==> src/rtl/pattern_pkg.sv <==
// Shared types and constants for the Simon-style pattern store.
package pattern_pkg;
  localparam int PAT_DATA_W = 2;
  localparam int PAT_DEPTH  = 64;

  localparam logic [1:0] RED    = 2'd0;
  localparam logic [1:0] GREEN  = 2'd1;
  localparam logic [1:0] BLUE   = 2'd2;
  localparam logic [1:0] YELLOW = 2'd3;

  typedef enum logic [1:0] {
    ST_IDLE,
    ST_PLAY,
    ST_CHECK
  } state_e;
endpackage

==> src/rtl/pattern_ram.sv <==
// Sequence storage: synchronous write, asynchronous read, contents never reset.
module pattern_ram #(
  parameter int DATA_W = 2,
  parameter int DEPTH  = 64,
  parameter int ADDR_W = $clog2(DEPTH)
) (
  input  logic              clk,
  input  logic              we,
  input  logic [ADDR_W-1:0] waddr,
  input  logic [DATA_W-1:0] wdata,
  input  logic [ADDR_W-1:0] raddr,
  output logic [DATA_W-1:0] rdata
);
  logic [DATA_W-1:0] mem [DEPTH];

  always_ff @(posedge clk) begin
    if (we) mem[waddr] <= wdata;
  end

  assign rdata = mem[raddr];
endmodule

==> src/rtl/pattern_seq_store.sv <==
// Growing colour sequence with append, valid/ready playback and symbol-by-symbol check.
module pattern_seq_store
  import pattern_pkg::*;
#(
  parameter int DATA_W = PAT_DATA_W,
  parameter int DEPTH  = PAT_DEPTH,
  parameter int ADDR_W = $clog2(DEPTH)
) (
  input  logic              clk,
  input  logic              rst_n,
  input  logic              clear,
  input  logic              append_en,
  input  logic [DATA_W-1:0] append_data,
  input  logic              play_start,
  output logic              play_valid,
  output logic [DATA_W-1:0] play_data,
  output logic              play_last,
  input  logic              play_ready,
  input  logic              check_start,
  input  logic              check_en,
  input  logic [DATA_W-1:0] check_data,
  output logic              check_ok,
  output logic              check_done,
  output logic              check_fail,
  output logic              overflow,
  output logic [ADDR_W:0]   len,
  output logic              full,
  output logic              empty,
  output logic              busy
);
  state_e            state_q, state_d;
  logic [ADDR_W:0]   len_q, len_d;
  logic [ADDR_W-1:0] ptr_q, ptr_d;
  logic              play_valid_q, play_valid_d;
  logic              check_ok_q, check_ok_d;
  logic              check_done_q, check_done_d;
  logic              check_fail_q, check_fail_d;
  logic              overflow_q, overflow_d;
  logic              we;
  logic              at_last;
  logic [DATA_W-1:0] rd_data;

  assign full    = (len_q == (ADDR_W+1)'(DEPTH));
  assign empty   = (len_q == '0);
  assign at_last = ({1'b0, ptr_q} == (len_q - (ADDR_W+1)'(1)));

  pattern_ram #(
    .DATA_W(DATA_W),
    .DEPTH (DEPTH),
    .ADDR_W(ADDR_W)
  ) u_ram (
    .clk  (clk),
    .we   (we),
    .waddr(len_q[ADDR_W-1:0]),
    .wdata(append_data),
    .raddr(ptr_q),
    .rdata(rd_data)
  );

  always_comb begin
    state_d      = state_q;
    len_d        = len_q;
    ptr_d        = ptr_q;
    check_ok_d   = 1'b0;
    check_done_d = 1'b0;
    check_fail_d = 1'b0;
    overflow_d   = 1'b0;
    we           = 1'b0;
    if (clear) begin
      state_d = ST_IDLE;
      len_d   = '0;
      ptr_d   = '0;
    end else begin
      unique case (state_q)
        ST_IDLE: begin
          // Commands are mutually exclusive per cycle; losers are dropped.
          if (append_en) begin
            if (full) begin
              overflow_d = 1'b1;
            end else begin
              we    = 1'b1;
              len_d = len_q + (ADDR_W+1)'(1);
            end
          end else if (play_start && !empty) begin
            ptr_d   = '0;
            state_d = ST_PLAY;
          end else if (check_start && !empty) begin
            ptr_d   = '0;
            state_d = ST_CHECK;
          end
        end
        ST_PLAY: begin
          if (play_ready) begin
            if (at_last) state_d = ST_IDLE;
            else         ptr_d   = ptr_q + ADDR_W'(1);
          end
        end
        ST_CHECK: begin
          if (check_en) begin
            if (check_data != rd_data) begin
              check_fail_d = 1'b1;
              state_d      = ST_IDLE;
            end else if (at_last) begin
              check_done_d = 1'b1;
              state_d      = ST_IDLE;
            end else begin
              check_ok_d = 1'b1;
              ptr_d      = ptr_q + ADDR_W'(1);
            end
          end
        end
        default: state_d = ST_IDLE;
      endcase
    end
    play_valid_d = (state_d == ST_PLAY);
  end

  always_ff @(posedge clk or negedge rst_n) begin
    if (!rst_n) begin
      state_q      <= ST_IDLE;
      len_q        <= '0;
      ptr_q        <= '0;
      play_valid_q <= 1'b0;
      check_ok_q   <= 1'b0;
      check_done_q <= 1'b0;
      check_fail_q <= 1'b0;
      overflow_q   <= 1'b0;
    end else begin
      state_q      <= state_d;
      len_q        <= len_d;
      ptr_q        <= ptr_d;
      play_valid_q <= play_valid_d;
      check_ok_q   <= check_ok_d;
      check_done_q <= check_done_d;
      check_fail_q <= check_fail_d;
      overflow_q   <= overflow_d;
    end
  end

  assign play_valid = play_valid_q;
  assign play_data  = rd_data;
  assign play_last  = play_valid_q && at_last;
  assign check_ok   = check_ok_q;
  assign check_done = check_done_q;
  assign check_fail = check_fail_q;
  assign overflow   = overflow_q;
  assign len        = len_q;
  assign busy       = (state_q != ST_IDLE);
endmodule
==> config.mk <==
export PLATFORM = sky130hd
export DESIGN_NAME = pattern_seq_store
export DESIGN_NICKNAME = d
export VERILOG_FILES = /design/src/rtl/pattern_pkg.sv /design/src/rtl/pattern_ram.sv /design/src/rtl/pattern_seq_store.sv
export SDC_FILE = /design/constraint.sdc
export NUM_CORES = 1
export LEC_CHECK = 0
export CAP_MARGIN = 20
export CORE_MARGIN = 2
export CORE_UTILIZATION = 54
export CTS_CLUSTER_SIZE = 28
export DETAILED_ROUTE_END_ITERATION = 16
export PLACE_DENSITY = 0.75
export SYNTH_ARGS = -nofsm -noshare
export SYNTH_HDL_FRONTEND = slang
export SYNTH_SLANG_ARGS = --single-unit
==> constraint.sdc <==
create_clock -name clk -period 2.8 [get_ports clk]
set_clock_uncertainty 0.2 [all_clocks]
set_input_delay 0.56 -clock clk [delete_from_list [all_inputs] [get_ports clk]]
set_output_delay 0.56 -clock clk [all_outputs]
set_load 0.01 [all_outputs]
==> reports/results.tsv, run 1 <==
metric	value	unit
synth_top_area_share	56.68	%
wl_per_cell	21.65	um
multi_input_area	2500	um^2
finalSetupTns	-4.470	ns
endpoint_kind	register	
synth.avg_cell_area	13.87	um^2
h-tree-depth	4	
reg2reg_depth	11	
layout_commonest_cell	edfxtp_1	
io_pins	30	
slowest_delay	0.54	ns
mostFrequentLayoutCells	edfxtp_1, nor2_1, buf_4, nand2_1, mux4_2	
vdd_drop_max	0.7748	mV
worstPathRequired	2.93	ns
yosys.area.top_type	edfxtp_1	
clk_pin_slew_worst_paths	0.07	ns
hold_viol	0	
period_share	116.2	%
gp_congestion	0.8678	
yosysWarnings	0	
p_leak	2.963	nW
antenna_found_initial	0	
synthArstFlopShare	13.51	%
cts_tree	yes	
period_needed	3.253	ns
r2r-start	ptr_q[0]	
dr.pass1.iters	5	
critPathBufInv	3	
die_area	13470	um^2
synth_seq_cells	148	
antenna_cells	0	
critPathMaxFanout	8	
drt.antenna.violating_nets	0	
cts_buffers	17	
violations	setup timing	
syn_area	6782	um^2
nFillCells	837	
grt_pass1_vias	4706	
status	finished with violations	
crit_top_cell	buf_4	
drc	0	
dp_cells	717	
timing.rr.end	play_valid	
drv_cap	0	
start_util	55.99	%
final_util	71.00	%
regArea	4345	um^2
routed_wl	16450	um
arrival	3.38	ns
synthTopCellsByArea	edfxtp_1, mux4_2, dfrtp_1	
core	12110	um^2
clk_latency	0.43	ns
hpwl	10610	um
tightest_slew	0.6108	ns
die_h	116.1	um
critical_path.top_delay_family	multiplexers	
final_cells	760	
viasPerCell	6.021	
synth_edf_count	128	
pre_cts_ws	-0.4976	ns
grt_max_degree	65	
cp_slowest_cell	or4_1	
grt_usage	26.84	%
holdWs	0.3091	ns
worst-setup-path-type	reg -> reg	
ys.flop_type	edfxtp_1	
hold_buffers	0	
syn-num-nets	509	
fin_nets	599	
layout-drive-gt1-share	32.43	%
core.rowCount	40	
startpoint_type	register	
grt_first_pass_wirelength	25950	um
seq_area_frac_synth	64.06	%
finalSetupViolCount	15	
fp.dieW	116.1	um
setup_slack	-0.4533	ns
postSynthCellCount	489	
drt-initial-drc-count	485	
ys_types	59	
fmax	307.4	MHz
min_path_type	in -> async	
cts_sinks	148	
num_vias	4576	
port_buffers	29	
syn2layout_area_growth	26.81	%
clockBufferDepth	2	
power_density	627.1	nW/um^2
grt_setup_unrepaired	true	
crit_chain	buf_12 -> mux4_2 -> mux2i_1 -> buf_4 -> o211ai_1 -> a32oi_2 -> buf_4 -> xnor2_4 -> nor4_4 -> or4_1 -> a311oi_2	
gr-total-overflow	0	
drv_slew	0	
regToRegSetupSlack	-0.45	ns
slew_headroom	59.17	%
root_buffer	clkbuf_16	
routing by layer:
metal | wire length [um] | track usage, % | vias to the layer above
met1 | 6337 | 35.49 | 2281
met3 | 1477 | 8.368 | 39
met5 | 0 | 0 | -
met4 | 456 | 9.841 | 0
li1 | - | - | 2041
met2 | 8182 | 42.42 | 215
cells by family (layout without fill, tap and decap cells):
| group | after synthesis | after routing | share of synthesized area, % |
|---|---|---|---|
| muxes | 45 | 45 | 11.42 |
| xor gates and xnor gates | 11 | 11 | 1.421 |
| adders and majority gates | 8 | 8 | 1.476 |
| and+or+nand+nor | 184 | 184 | 12.51 |
| buffers and inverters | 41 | 144 | 2.731 |
| AOI/OAI and AO/OA | 52 | 52 | 6.384 |
| DFF | 148 | 148 | 64.06 |
flip-flops by register name (all words and copies together) (netlist names):
| name | cells |
|---|---|
| u_ram.mem | 128 |
| check_ok | 1 |
| len | 7 |
| play_valid | 1 |
| check_fail | 1 |
| ptr_q | 6 |
| overflow | 1 |
| check_done | 1 |
| state_q | 2 |
timing repair:
action	in CTS	in global routing
pin swaps	25	11
gates resized for setup	45	31
setup endpoints to repair	17	80
gates cloned	1	0
endpoints found under the hold margin	0	0
buffers inserted	6	5
worst max path at each step:
stage	cells after the start	slack [ns]	endpoint	from
final	11	-0.45	play_valid	ptr_q[0]
after global routing	11	-0.58	play_valid	ptr_q[0]
after CTS	11	-0.41	play_valid	ptr_q[0]
after detailed placement	9	-0.50	play_valid	ptr_q[0]
after global placement	9	-0.49	play_valid	ptr_q[0]
after floorplan	10	-0.25	play_valid	len[0]
through the flow:
| stage | power, mW | area [um^2] |
|---|---|---|
| floorplan | 2.751 | 6792 |
| global route | 5.547 | 8600 |
| global placement | 2.965 | 7634 |
| detailed placement | 2.978 | 7634 |
| CTS | 5.383 | 8453 |
| finish | 5.393 | 8600 |
layout make-up:
class,count,area share (%)
clock buffer,17,4.947
tap,168,2.444
sequential,148,50.53
inverter,13,0.5674
timing repair buffer,99,10.18
clock inverter,15,2.255
multi-input combinational,300,29.07
worst register-to-register path, stage by stage (launching register included):
cell	delay (ns)
dfrtp_2	0.45
buf_12	0.17
mux4_2	0.51
mux2i_1	0.16
buf_4	0.16
o211ai_1	0.10
a32oi_2	0.26
buf_4	0.19
xnor2_4	0.14
nor4_4	0.08
or4_1	0.54
a311oi_2	0.21
Yosys cell counts (3+ instances only):
cell type and number:
nor2b_1 7, a32o_1 4, a31oi_1 3, xnor2_1 6, a21oi_1 6, clkbuf_1 13, nand2b_1 5, mux2i_1 11
buf_1 6, xor2_1 5, o21ai_0 6, nand3_1 17, mux2_2 9, a221oi_1 4, o211ai_1 4, nand4_1 3
ha_1 8, a22oi_1 3, edfxtp_1 128, dfrtp_1 20, mux4_2 25, nor4_1 3, nand2_1 35, nor3_1 9
buf_2 4, inv_1 12, nor2_1 82, buf_4 3, or3_1 6, and3_1 4
where the power goes:
part / total, mW / switching [mW] / internal, mW
registers: 2.43 / 0.0132 / 2.41
logic: 0.586 / 0.333 / 0.253
clock network: 2.38 / 0.950 / 1.43
total: 5.39 / 1.30 / 4.10
(Power assumes the default switching activity.)
==> run 2: changes to the inputs <==
- CORE_UTILIZATION: 54 -> 55
- CTS_BUF_LIST: unset -> sky130_fd_sc_hd__clkbuf_8
- CTS_CLUSTER_SIZE: 28 -> unset
- PLACE_DENSITY: 0.75 -> 0.76
==> reports/results.tsv, run 2 (same netlist as run 1, synthesis figures left out) <==
metric	value	unit
largest_reg_flops	128	
hpwl	10570	um
cp_slowest_cell	dfrtp_2	
slew_headroom	54.84	%
grt_max_degree	65	
violations	setup timing	
hold_viol	0	
period_share	116.6	%
gp_congestion	0.8808	
drt-initial-drc-count	447	
finalSetupTns	-5.290	ns
arrival	3.40	ns
worst-setup-path-type	reg -> reg	
pre_cts_ws	-0.4879	ns
vdd_drop_max	0.3555	mV
grt_pass1_vias	4689	
crit_top_cell	buf_6	
status	finished with violations	
io_pins	30	
globalRouteMet3Util	5.746	%
worstPathRequired	2.94	ns
fin_area	8458	um^2
num_vias	4688	
tightest_slew	0.6755	ns
cts_buffers	17	
post_dp_cell_area	7622	um^2
final_cells	746	
clockBufferDepth	2	
dr.pass1.iters	8	
min_path_type	in -> async	
drv_slew	0	
grt-busiest-layer	met2	
nFillCells	771	
die_h	115.0	um
routed_wl	16820	um
met2_usage	42.78	%
root_buffer	clkbuf_8	
port_buffers	29	
cts_tree	yes	
hold_buffers	0	
clk_latency	0.45	ns
drc	0	
critical_path.top_delay_family	compound AO/OA/AOI/OAI gates	
grt_usage	27.00	%
holdWs	0.2735	ns
layout-drive-gt1-share	30.72	%
fin_nets	606	
cts_sinks	148	
slowest_delay	0.48	ns
endpoint_kind	register	
grt_setup_unrepaired	true	
crit_chain	buf_6 -> clkbuf_16 -> mux4_2 -> mux2i_1 -> o211ai_1 -> o31ai_4 -> buf_6 -> mux2i_4 -> buf_6 -> o31ai_4 -> nand3_2 -> a32o_2	
critPathMaxFanout	6	
dp_cells	698	
core.rowCount	40	
critPathBufInv	4	
final_util	70.42	%
antenna_cells	0	
wl_per_cell	22.54	um
drt.antenna.violating_nets	0	
start_util	56.46	%
core	12010	um^2
power	4.726	mW
fp.dieW	115.0	um
viasPerCell	6.284	
finalSetupViolCount	15	
mostFrequentLayoutCells	edfxtp_1, nor2_1, buf_4, nand2_1, mux4_2	
die_area	13230	um^2
startpoint_type	register	
setup_slack	-0.4642	ns
grt_first_pass_wirelength	25950	um
gr-total-overflow	0	
fmax	306.4	MHz
period_needed	3.264	ns
syn2layout_area_growth	24.72	%
grtUsageMet1	36.72	%
antenna_found_initial	0	
layout_commonest_cell	edfxtp_1	
clk_pin_slew_worst_paths	0.08	ns
h-tree-depth	4	
power_density	558.8	nW/um^2
p_leak	2.947	nW
top_register	u_ram.mem	
drv_cap	0	
run 2: per-layer routing:
| metal | vias to the layer above | wire length [um] |
|---|---|---|
| met3 | 47 | 1205 |
| met5 | - | 0 |
| met2 | 224 | 8257 |
| met1 | 2363 | 6856 |
| li1 | 2054 | - |
| met4 | 0 | 497 |
run 2: timing repair:
item | in CTS | in global routing
setup buffers | 8 | 8
gates cloned | 3 | 1
gates resized for setup | 43 | 26
pin swaps | 18 | 30
setup endpoints to repair | 17 | 48
run 2: layout make-up:
cell class / count / area (um^2) / area share, %
clock buffers: 20 / 275.3 / 3.254
clock inverters: 12 / 137.6 / 1.627
inverters: 13 / 48.80 / 0.5769
multi-input cells: 300 / 2464 / 29.13
flip-flops and latches: 148 / 4347 / 51.39
well taps: 147 / 183.9 / 2.175
repair buffers: 106 / 1002 / 11.85
run 2: final timing paths:
path | start | end | slack (ns) | cells after the start
min | rst_n | ptr_q[0] | 0.27 | 2
min in group clk | len[6] | len[6] | 0.46 | 2
max in group asynchronous | rst_n | state_q[0] | 1.87 | 2
max reg2reg | ptr_q[0] | ptr_q[0] | -0.46 | 12
max | ptr_q[0] | ptr_q[0] | -0.46 | 12
min reg2reg | len[6] | len[6] | 0.46 | 2
run 2: worst register-to-register path: stages, from the launching register on:
cell       delay [ns]
dfrtp_2          0.48
buf_6            0.17
clkbuf_16        0.16
mux4_2           0.34
mux2i_1          0.07
o211ai_1         0.30
o31ai_4          0.14
buf_6            0.15
mux2i_4          0.20
buf_6            0.13
o31ai_4          0.36
nand3_2          0.16
a32o_2           0.29
run 2: report_power, final:
| group | total, mW | leakage (nW) | internal, mW | switching (mW) |
|---|---|---|---|---|
| Sequential | 2.42 | 1.42 | 2.41 | 0.0133 |
| Clock | 1.71 | 0.212 | 0.936 | 0.771 |
| Combinational | 0.595 | 1.31 | 0.268 | 0.327 |
| Total | 4.73 | 2.95 | 3.61 | 1.11 |
